## config.mk

```make
export PLATFORM = sky130hd
export DESIGN_NAME = march_controller_flat
export DESIGN_NICKNAME = d
export VERILOG_FILES = /design/src/rtl/mbist_pkg.sv /design/src/rtl/march_controller_if.sv /design/src/rtl/march_addr_gen.sv /design/src/rtl/march_controller.sv /design/src/flat_wrapper.sv
export SDC_FILE = /design/constraint.sdc
export NUM_CORES = 1
export LEC_CHECK = 0
export CAP_MARGIN = 0
export CORE_UTILIZATION = 26
export CTS_CLUSTER_SIZE = 14
export DETAILED_ROUTE_END_ITERATION = 8
export GPL_TIMING_DRIVEN = 0
export REMOVE_ABC_BUFFERS = 1
export SYNTH_ARGS = -nofsm -noshare
export SYNTH_HDL_FRONTEND = slang
export SYNTH_SLANG_ARGS = --single-unit
export TNS_END_PERCENT = 10
```

## constraint.sdc

```tcl
create_clock -name clk -period 2.2 [get_ports clk]
set_input_delay 0.33 -clock clk [delete_from_list [all_inputs] [get_ports clk]]
set_output_delay 0.33 -clock clk [all_outputs]
set_load 0.01 [all_outputs]
```

## src/rtl/mbist_pkg.sv

```systemverilog
// March C- element tables and state/op encodings shared by the BIST controller.
// Pure definitions: no logic, no latency.
package mbist_pkg;

  typedef enum logic [3:0] {IDLE, M0, M1, M2, M3, M4, M5, FLUSH, DONE} march_state_t;
  typedef enum logic {OP_R, OP_W} march_op_t;

  // Bit i describes element Mi; bits 6-7 pad the tables so any state indexes safely.
  localparam logic [7:0] ELEM_DOWN   = 8'b0001_1000;
  localparam logic [7:0] ELEM_RBG    = 8'b0001_0100;
  localparam logic [7:0] ELEM_WBG    = 8'b0000_1010;
  localparam logic [7:0] ELEM_TWO_OP = 8'b0001_1110;

  function automatic logic [2:0] elem_idx(input march_state_t s);
    logic [3:0] d;
    d = 4'(s) - 4'(M0);
    return d[2:0];
  endfunction

  function automatic march_op_t first_op(input march_state_t s);
    return (s == M0) ? OP_W : OP_R;
  endfunction

endpackage

```

## src/rtl/march_controller_if.sv

```systemverilog
// Control/result and memory-side bus between the March engine and its environment.
// Wires only; master is the controller side.
interface march_controller_if #(
  parameter int WIDTH  = 10,
  parameter int ADDR_W = 4
);
  logic              start;
  logic [WIDTH-1:0]  mem_rdata;
  logic              Nbart;
  logic [ADDR_W-1:0] bist_addr;
  logic [WIDTH-1:0]  bist_wdata;
  logic              bist_we;
  logic              bist_re;
  logic              busy;
  logic              done;
  logic              fail;
  logic [ADDR_W-1:0] fail_addr;

  modport master (
    input  start, mem_rdata,
    output Nbart, bist_addr, bist_wdata, bist_we, bist_re, busy, done, fail, fail_addr
  );

  modport slave (
    output start, mem_rdata,
    input  Nbart, bist_addr, bist_wdata, bist_we, bist_re, busy, done, fail, fail_addr
  );
endinterface

```

## src/rtl/march_addr_gen.sv

```systemverilog
// Up/down address counter: load to first address of an element, step, terminal flag.
// Address is registered; term is decoded from the registered address and direction.
module march_addr_gen #(
  parameter int ADDR_W = 4
) (
  input  logic              clk,
  input  logic              rst,
  input  logic              load,
  input  logic              load_down,
  input  logic              step,
  input  logic              down,
  output logic [ADDR_W-1:0] addr,
  output logic              term
);

  always_ff @(posedge clk or posedge rst) begin
    if (rst) begin
      addr <= '0;
    end else if (load) begin
      addr <= load_down ? '1 : '0;
    end else if (step) begin
      addr <= down ? addr - ADDR_W'(1) : addr + ADDR_W'(1);
    end
  end

  assign term = down ? (addr == '0) : (addr == '1);

endmodule

```

## src/rtl/march_controller.sv

```systemverilog
// March C- BIST engine: one memory op per cycle, read checked the cycle after bist_re.
// Run is 10*DEPTH op cycles plus one flush cycle; start is ignored while busy.
module march_controller
  import mbist_pkg::*;
#(
  parameter int WIDTH  = 10,
  parameter int ADDR_W = 4
) (
  input logic                clk,
  input logic                rst,
  march_controller_if.master bus
);

  march_state_t      state, nxt_state;
  march_op_t         nxt_op;
  logic              ph, nxt_ph;
  logic              ag_load, ag_load_down, ag_step, ag_term;
  logic [ADDR_W-1:0] addr;
  logic [2:0]        idx, nxt_idx, load_idx;
  logic              in_elem, start_ok;
  logic              nbart_q, we_q, re_q, busy_q, done_q, fail_q;
  logic [WIDTH-1:0]  wdata_q, chk_exp;
  logic [ADDR_W-1:0] fail_addr_q, chk_addr;
  logic              chk_vld;

  assign idx      = elem_idx(state);
  assign nxt_idx  = elem_idx(nxt_state);
  assign load_idx = idx + 3'd1;
  assign start_ok = (state == IDLE || state == DONE) && bus.start;
  assign in_elem  = nxt_state inside {M0, M1, M2, M3, M4, M5};

  march_addr_gen #(.ADDR_W(ADDR_W)) u_addr_gen (
    .clk       (clk),
    .rst       (rst),
    .load      (ag_load),
    .load_down (ag_load_down),
    .step      (ag_step),
    .down      (ELEM_DOWN[idx]),
    .addr      (addr),
    .term      (ag_term)
  );

  always_comb begin
    nxt_state    = state;
    nxt_ph       = 1'b0;
    ag_load      = 1'b0;
    ag_load_down = 1'b0;
    ag_step      = 1'b0;
    nxt_op       = OP_R;
    case (state)
      IDLE, DONE: begin
        if (bus.start) begin
          nxt_state    = M0;
          ag_load      = 1'b1;
          ag_load_down = ELEM_DOWN[0];
        end
      end
      FLUSH: nxt_state = DONE;
      default: begin
        // Two-op elements read then write the same address before moving on.
        if (ELEM_TWO_OP[idx] && !ph) begin
          nxt_ph = 1'b1;
        end else if (!ag_term) begin
          ag_step = 1'b1;
        end else if (state == M5) begin
          nxt_state = FLUSH;
        end else begin
          nxt_state    = march_state_t'(4'(state) + 4'd1);
          ag_load      = 1'b1;
          ag_load_down = ELEM_DOWN[load_idx];
        end
      end
    endcase
    if (ELEM_TWO_OP[nxt_idx]) nxt_op = nxt_ph ? OP_W : OP_R;
    else                      nxt_op = first_op(nxt_state);
  end

  always_ff @(posedge clk or posedge rst) begin
    if (rst) begin
      state       <= IDLE;
      ph          <= 1'b0;
      nbart_q     <= 1'b0;
      busy_q      <= 1'b0;
      done_q      <= 1'b0;
      we_q        <= 1'b0;
      re_q        <= 1'b0;
      wdata_q     <= '0;
      fail_q      <= 1'b0;
      fail_addr_q <= '0;
      chk_vld     <= 1'b0;
      chk_exp     <= '0;
      chk_addr    <= '0;
    end else begin
      state   <= nxt_state;
      ph      <= nxt_ph;
      nbart_q <= (nxt_state != IDLE) && (nxt_state != DONE);
      busy_q  <= (nxt_state != IDLE) && (nxt_state != DONE);
      done_q  <= (nxt_state == DONE);
      we_q    <= in_elem && (nxt_op == OP_W);
      re_q    <= in_elem && (nxt_op == OP_R);
      wdata_q <= in_elem ? {WIDTH{ELEM_WBG[nxt_idx]}} : '0;
      // Capture what the read issued this cycle must return next cycle.
      chk_vld  <= re_q;
      chk_exp  <= {WIDTH{ELEM_RBG[idx]}};
      chk_addr <= addr;
      if (start_ok) begin
        fail_q      <= 1'b0;
        fail_addr_q <= '0;
      end else if (chk_vld && (bus.mem_rdata != chk_exp)) begin
        fail_q <= 1'b1;
        if (!fail_q) fail_addr_q <= chk_addr;
      end
    end
  end

  assign bus.Nbart      = nbart_q;
  assign bus.busy       = busy_q;
  assign bus.done       = done_q;
  assign bus.bist_we    = we_q;
  assign bus.bist_re    = re_q;
  assign bus.bist_wdata = wdata_q;
  assign bus.bist_addr  = addr;
  assign bus.fail       = fail_q;
  assign bus.fail_addr  = fail_addr_q;

endmodule

```

## src/flat_wrapper.sv

```systemverilog
// flat-port wrapper written by rule: the top's interface ports become plain ports
module march_controller_flat import mbist_pkg::*;
#(
  parameter int WIDTH  = 10,
  parameter int ADDR_W = 4
)
  (clk, rst, bus_start, bus_mem_rdata, bus_Nbart, bus_bist_addr, bus_bist_wdata, bus_bist_we, bus_bist_re, bus_busy, bus_done, bus_fail, bus_fail_addr);
  march_controller_if #(.WIDTH(WIDTH), .ADDR_W(ADDR_W)) bus_i ();
  input logic clk;
  input logic rst;
  input wire logic [$bits(bus_i.start)-1:0] bus_start;
  input wire logic [$bits(bus_i.mem_rdata)-1:0] bus_mem_rdata;
  output wire logic [$bits(bus_i.Nbart)-1:0] bus_Nbart;
  output wire logic [$bits(bus_i.bist_addr)-1:0] bus_bist_addr;
  output wire logic [$bits(bus_i.bist_wdata)-1:0] bus_bist_wdata;
  output wire logic [$bits(bus_i.bist_we)-1:0] bus_bist_we;
  output wire logic [$bits(bus_i.bist_re)-1:0] bus_bist_re;
  output wire logic [$bits(bus_i.busy)-1:0] bus_busy;
  output wire logic [$bits(bus_i.done)-1:0] bus_done;
  output wire logic [$bits(bus_i.fail)-1:0] bus_fail;
  output wire logic [$bits(bus_i.fail_addr)-1:0] bus_fail_addr;
  assign bus_i.start = bus_start;
  assign bus_i.mem_rdata = bus_mem_rdata;
  assign bus_Nbart = bus_i.Nbart;
  assign bus_bist_addr = bus_i.bist_addr;
  assign bus_bist_wdata = bus_i.bist_wdata;
  assign bus_bist_we = bus_i.bist_we;
  assign bus_bist_re = bus_i.bist_re;
  assign bus_busy = bus_i.busy;
  assign bus_done = bus_i.done;
  assign bus_fail = bus_i.fail;
  assign bus_fail_addr = bus_i.fail_addr;
  march_controller #(.WIDTH(WIDTH), .ADDR_W(ADDR_W)) u_core (.clk(clk), .rst(rst), .bus(bus_i));
endmodule
```

==> run summary <==
WL/cell -> 12.9 um
Ys Warns -> 0
# diodes -> 0
CP Class -> flip-flop to flip-flop
Pwr dens -> 370 mW/mm^2
Vias in the first global route -> 1,166
Synth top area share -> 40.4%
Post-DP HPWL -> 2300 um
#FFs+latches synth -> 25
Non-filler cells, final -> 252
Seq pwr share -> 60.1%
Maximum VDD drop -> 221 uV
P_leak -> 0.876 nW
Setup WS post-layout -> 98.0 ps
Clk root buf -> clkbuf_8
Die ar. -> 0.00627 mm^2
Compound-cell area share of the yosys netlist -> 16.6%
Buffers on Ports -> 36
Max_cap viols -> 0
GRT Overall Usage -> 11.2%
Post-route cell area -> 0.00206 mm^2
Clk network pwr share -> 35.3%
Fmax -> 476 MHz
Final hold slack -> 415 ps
Pre-CTS WS -> -320 ps
Placed Area -> 0.00190 mm^2
Fillers -> 592
Number of remaining DRC errors -> 0
Clock tree sinks -> 25
RSZ-0062 raised after global routing -> true
Min Tclk post-route -> 2100 ps
CP Capture Type -> flip-flop
Clk_skew -> 2.25 ps
CP Launch Type -> flip-flop
Total power -> 0.764 mW
Final Net Count -> 205
First-pass GRT wire length -> 5540 um
Die Wd -> 79.2 um
Mapped Area -> 0.00155 mm^2
Die height -> 79.2 um
Slew Viols, Final -> 0
Area leader, netlist -> dfrtp_1
Post-Route WL -> 3250 um
Met2 wire length -> 1590 um
DRT iter0 DRCs -> 49
Synth Area in Adders -> 9.37%
Unique masters post-synth -> 47
Largest net degree at the start of global routing -> 26
Largest cells by area after synthesis -> dfrtp_1 (40%), ha_1 (8.1%), buf_4 (4.8%)
Psw -> 0.158 mW
Int Pwr -> 0.606 mW
Largest family of logic cells by synthesized area -> simple AND/OR/NAND/NOR gates
Remaining global-route overflow -> 0
Synth Flop Type -> dfrtp_1
Setup TNS -> 0 ps
Final core occ -> 36.8%
I/O pins -> 37
Final setup violation count -> 0
Vias per cell -> 4.61
Slew headroom -> 34.4%
FF/Latch Area -> 631 um^2
Area Growth Syn to Fin -> 33.1%
Total CTS buffers -> 3
Gate power share -> 4.6%
ANT nets after route -> 0
Antenna violations before repair -> 0
Core area -> 0.00561 mm^2
Outcome -> finished, final reports clean
Top Metal Used -> met4
Post-CTS Hold Fix Bufs -> 0
Tcrit/Tclk final -> 95.5%
Pre-Repair DR Iteration Count -> 3
Multi-input gate area in the final layout -> 848 um^2
Worst EP arrival -> 2280 ps
Metal-1 WL -> 1450 um
Reg clk slew, reported paths -> 80 ps
Worst-Margin Slew -> 983 ps
CTS tree -> yes
Final hold violation count -> 0
Hold Path Class -> flip-flop to flip-flop
Simple-Gate Fraction of Synth Area -> 16.6%
Metal3 WL -> 200 um
Post-synthesis sequential area ratio -> 40.4%
Max clock buf depth -> 2
Crit path max fanout -> 7
XOR/XNOR Fraction of Synth Area -> 2.75%
Crit path required time -> 2380 ps
Inst Count DP -> 240
Post-Syn Instances -> 145
Vias -> 1,162
Ys async rst share -> 100%
Share of layout cells above drive strength 1 -> 25.0%
Initial core utilization -> 27.6%
Sw Ratio -> 20.7%
Mux cell area share after synthesis -> 6.06%
Post-synth EDFFs -> 0
Syn avg cell area -> 10.7 um^2
H-tree depth -> 1
Row Count -> 27
Final Wtd Congestion -> 0.783
Worst skew pair latency -> 270 ps
-- registers in the layout, indices dropped and copies added, names as in the netlist --
| name | flops |
|---|---|
| u_core.chk_addr | 4 |
| u_core.bus.bist_we | 1 |
| u_core.bus.busy | 1 |
| u_core.chk_vld | 1 |
| u_core.chk_exp | 1 |
| u_core.u_addr_gen.addr | 4 |
| u_core.bus.bist_re | 1 |
| u_core.bus.fail | 1 |
| u_core.bus.fail_addr | 4 |
| u_core.bus.bist_wdata | 1 |
| u_core.bus.done | 1 |
| u_core.state | 4 |
| u_core.ph | 1 |
-- repair_timing --
action                                  CTS  global route
hold endpoints to repair                  0             0
gates resized for setup                  10             8
pin swaps                                 0             1
endpoints found under the setup margin   11             5
cloned                                    0             0
setup buffers                             4             4
-- layout make-up --
cell class              instances  area share (%)
clock buffers                   3            2.00
clock inverters                 1           0.243
inverters                       7            1.27
multi-input cells             100            41.1
flip-flops and latches         25            30.6
well taps                      72            4.37
repair buffers                 44            20.4
-- power by group through the flow --
stage	Clock [mW]	Sequential [mW]	Combinational [mW]
floorplan	0	0.468	0.00874
global placement	0	0.468	0.0356
detailed placement	0	0.468	0.0362
CTS	0.281	0.459	0.0364
global route	0.303	0.459	0.0392
finish	0.270	0.459	0.0353
-- routing by layer --
metal  up-vias  GRT usage, %
met5         -             0
met4         0          1.09
met3         2          3.68
met2        29          20.5
met1       558          13.0
li1        573             -
-- Yosys cell counts (3+ instances only) --
cell / n
mux2i_1: 6
a211oi_1: 3
nand2_1: 10
a21oi_1: 4
mux2_2: 3
nor4_1: 3
dfrtp_1: 25
buf_4: 10
ha_1: 10
nor3_1: 3
nor2_1: 16
nand4_1: 4
inv_1: 7
-- worst max-delay path: stages, from the launching register on --
cell      delay [ps]
dfrtp_2          470
or4_4            600
o22ai_4          260
a211oi_2         140
a211o_4          310
o32ai_2          250
-- cells by family (layout without fill, tap and decap cells) --
group / after synthesis / in the layout
and+or+nand+nor: 50 / 50
DFF: 25 / 25
muxes: 9 / 9
buffers and inverters: 20 / 55
AOI/OAI and AO/OA: 26 / 26
adders and majority gates: 11 / 11
xor gates and xnor gates: 4 / 4
-- cell usage in the layout, fill, tap and decap left out, types with 2 or more instances in the layout --
cell / instances
mux2_2: 3
xor2_1: 2
nand2b_1: 2
buf_4: 8
a21boi_1: 2
nand2_1: 10
inv_1: 6
nor2_1: 16
and3b_1: 2
a211oi_2: 3
a21oi_1: 4
ha_1: 8
and2_4: 2
nand3_1: 2
ha_2: 2
dfrtp_1: 21
dfrtp_2: 4
mux2i_1: 5
nor3_1: 3
nor4_1: 2
clkbuf_8: 3
clkdlybuf4s50_1: 36
nand4_1: 4
-- path summary, 6_finish.rpt --
path | from | endpoint | slack (ps) | cells after the start
worst max-delay path | u_core.u_addr_gen.addr[0] | u_core.bus.bist_we | 100 | 5
worst min-delay path | u_core.bus.bist_re | u_core.chk_vld | 420 | 0
max in group asynchronous | rst | u_core.state[0] | 950 | 2
worst min register to register | u_core.bus.bist_re | u_core.chk_vld | 420 | 0
worst max register to register | u_core.u_addr_gen.addr[0] | u_core.bus.bist_we | 100 | 5
min in group asynchronous | rst | u_core.bus.fail | 590 | 2
(Power assumes the default switching activity.)
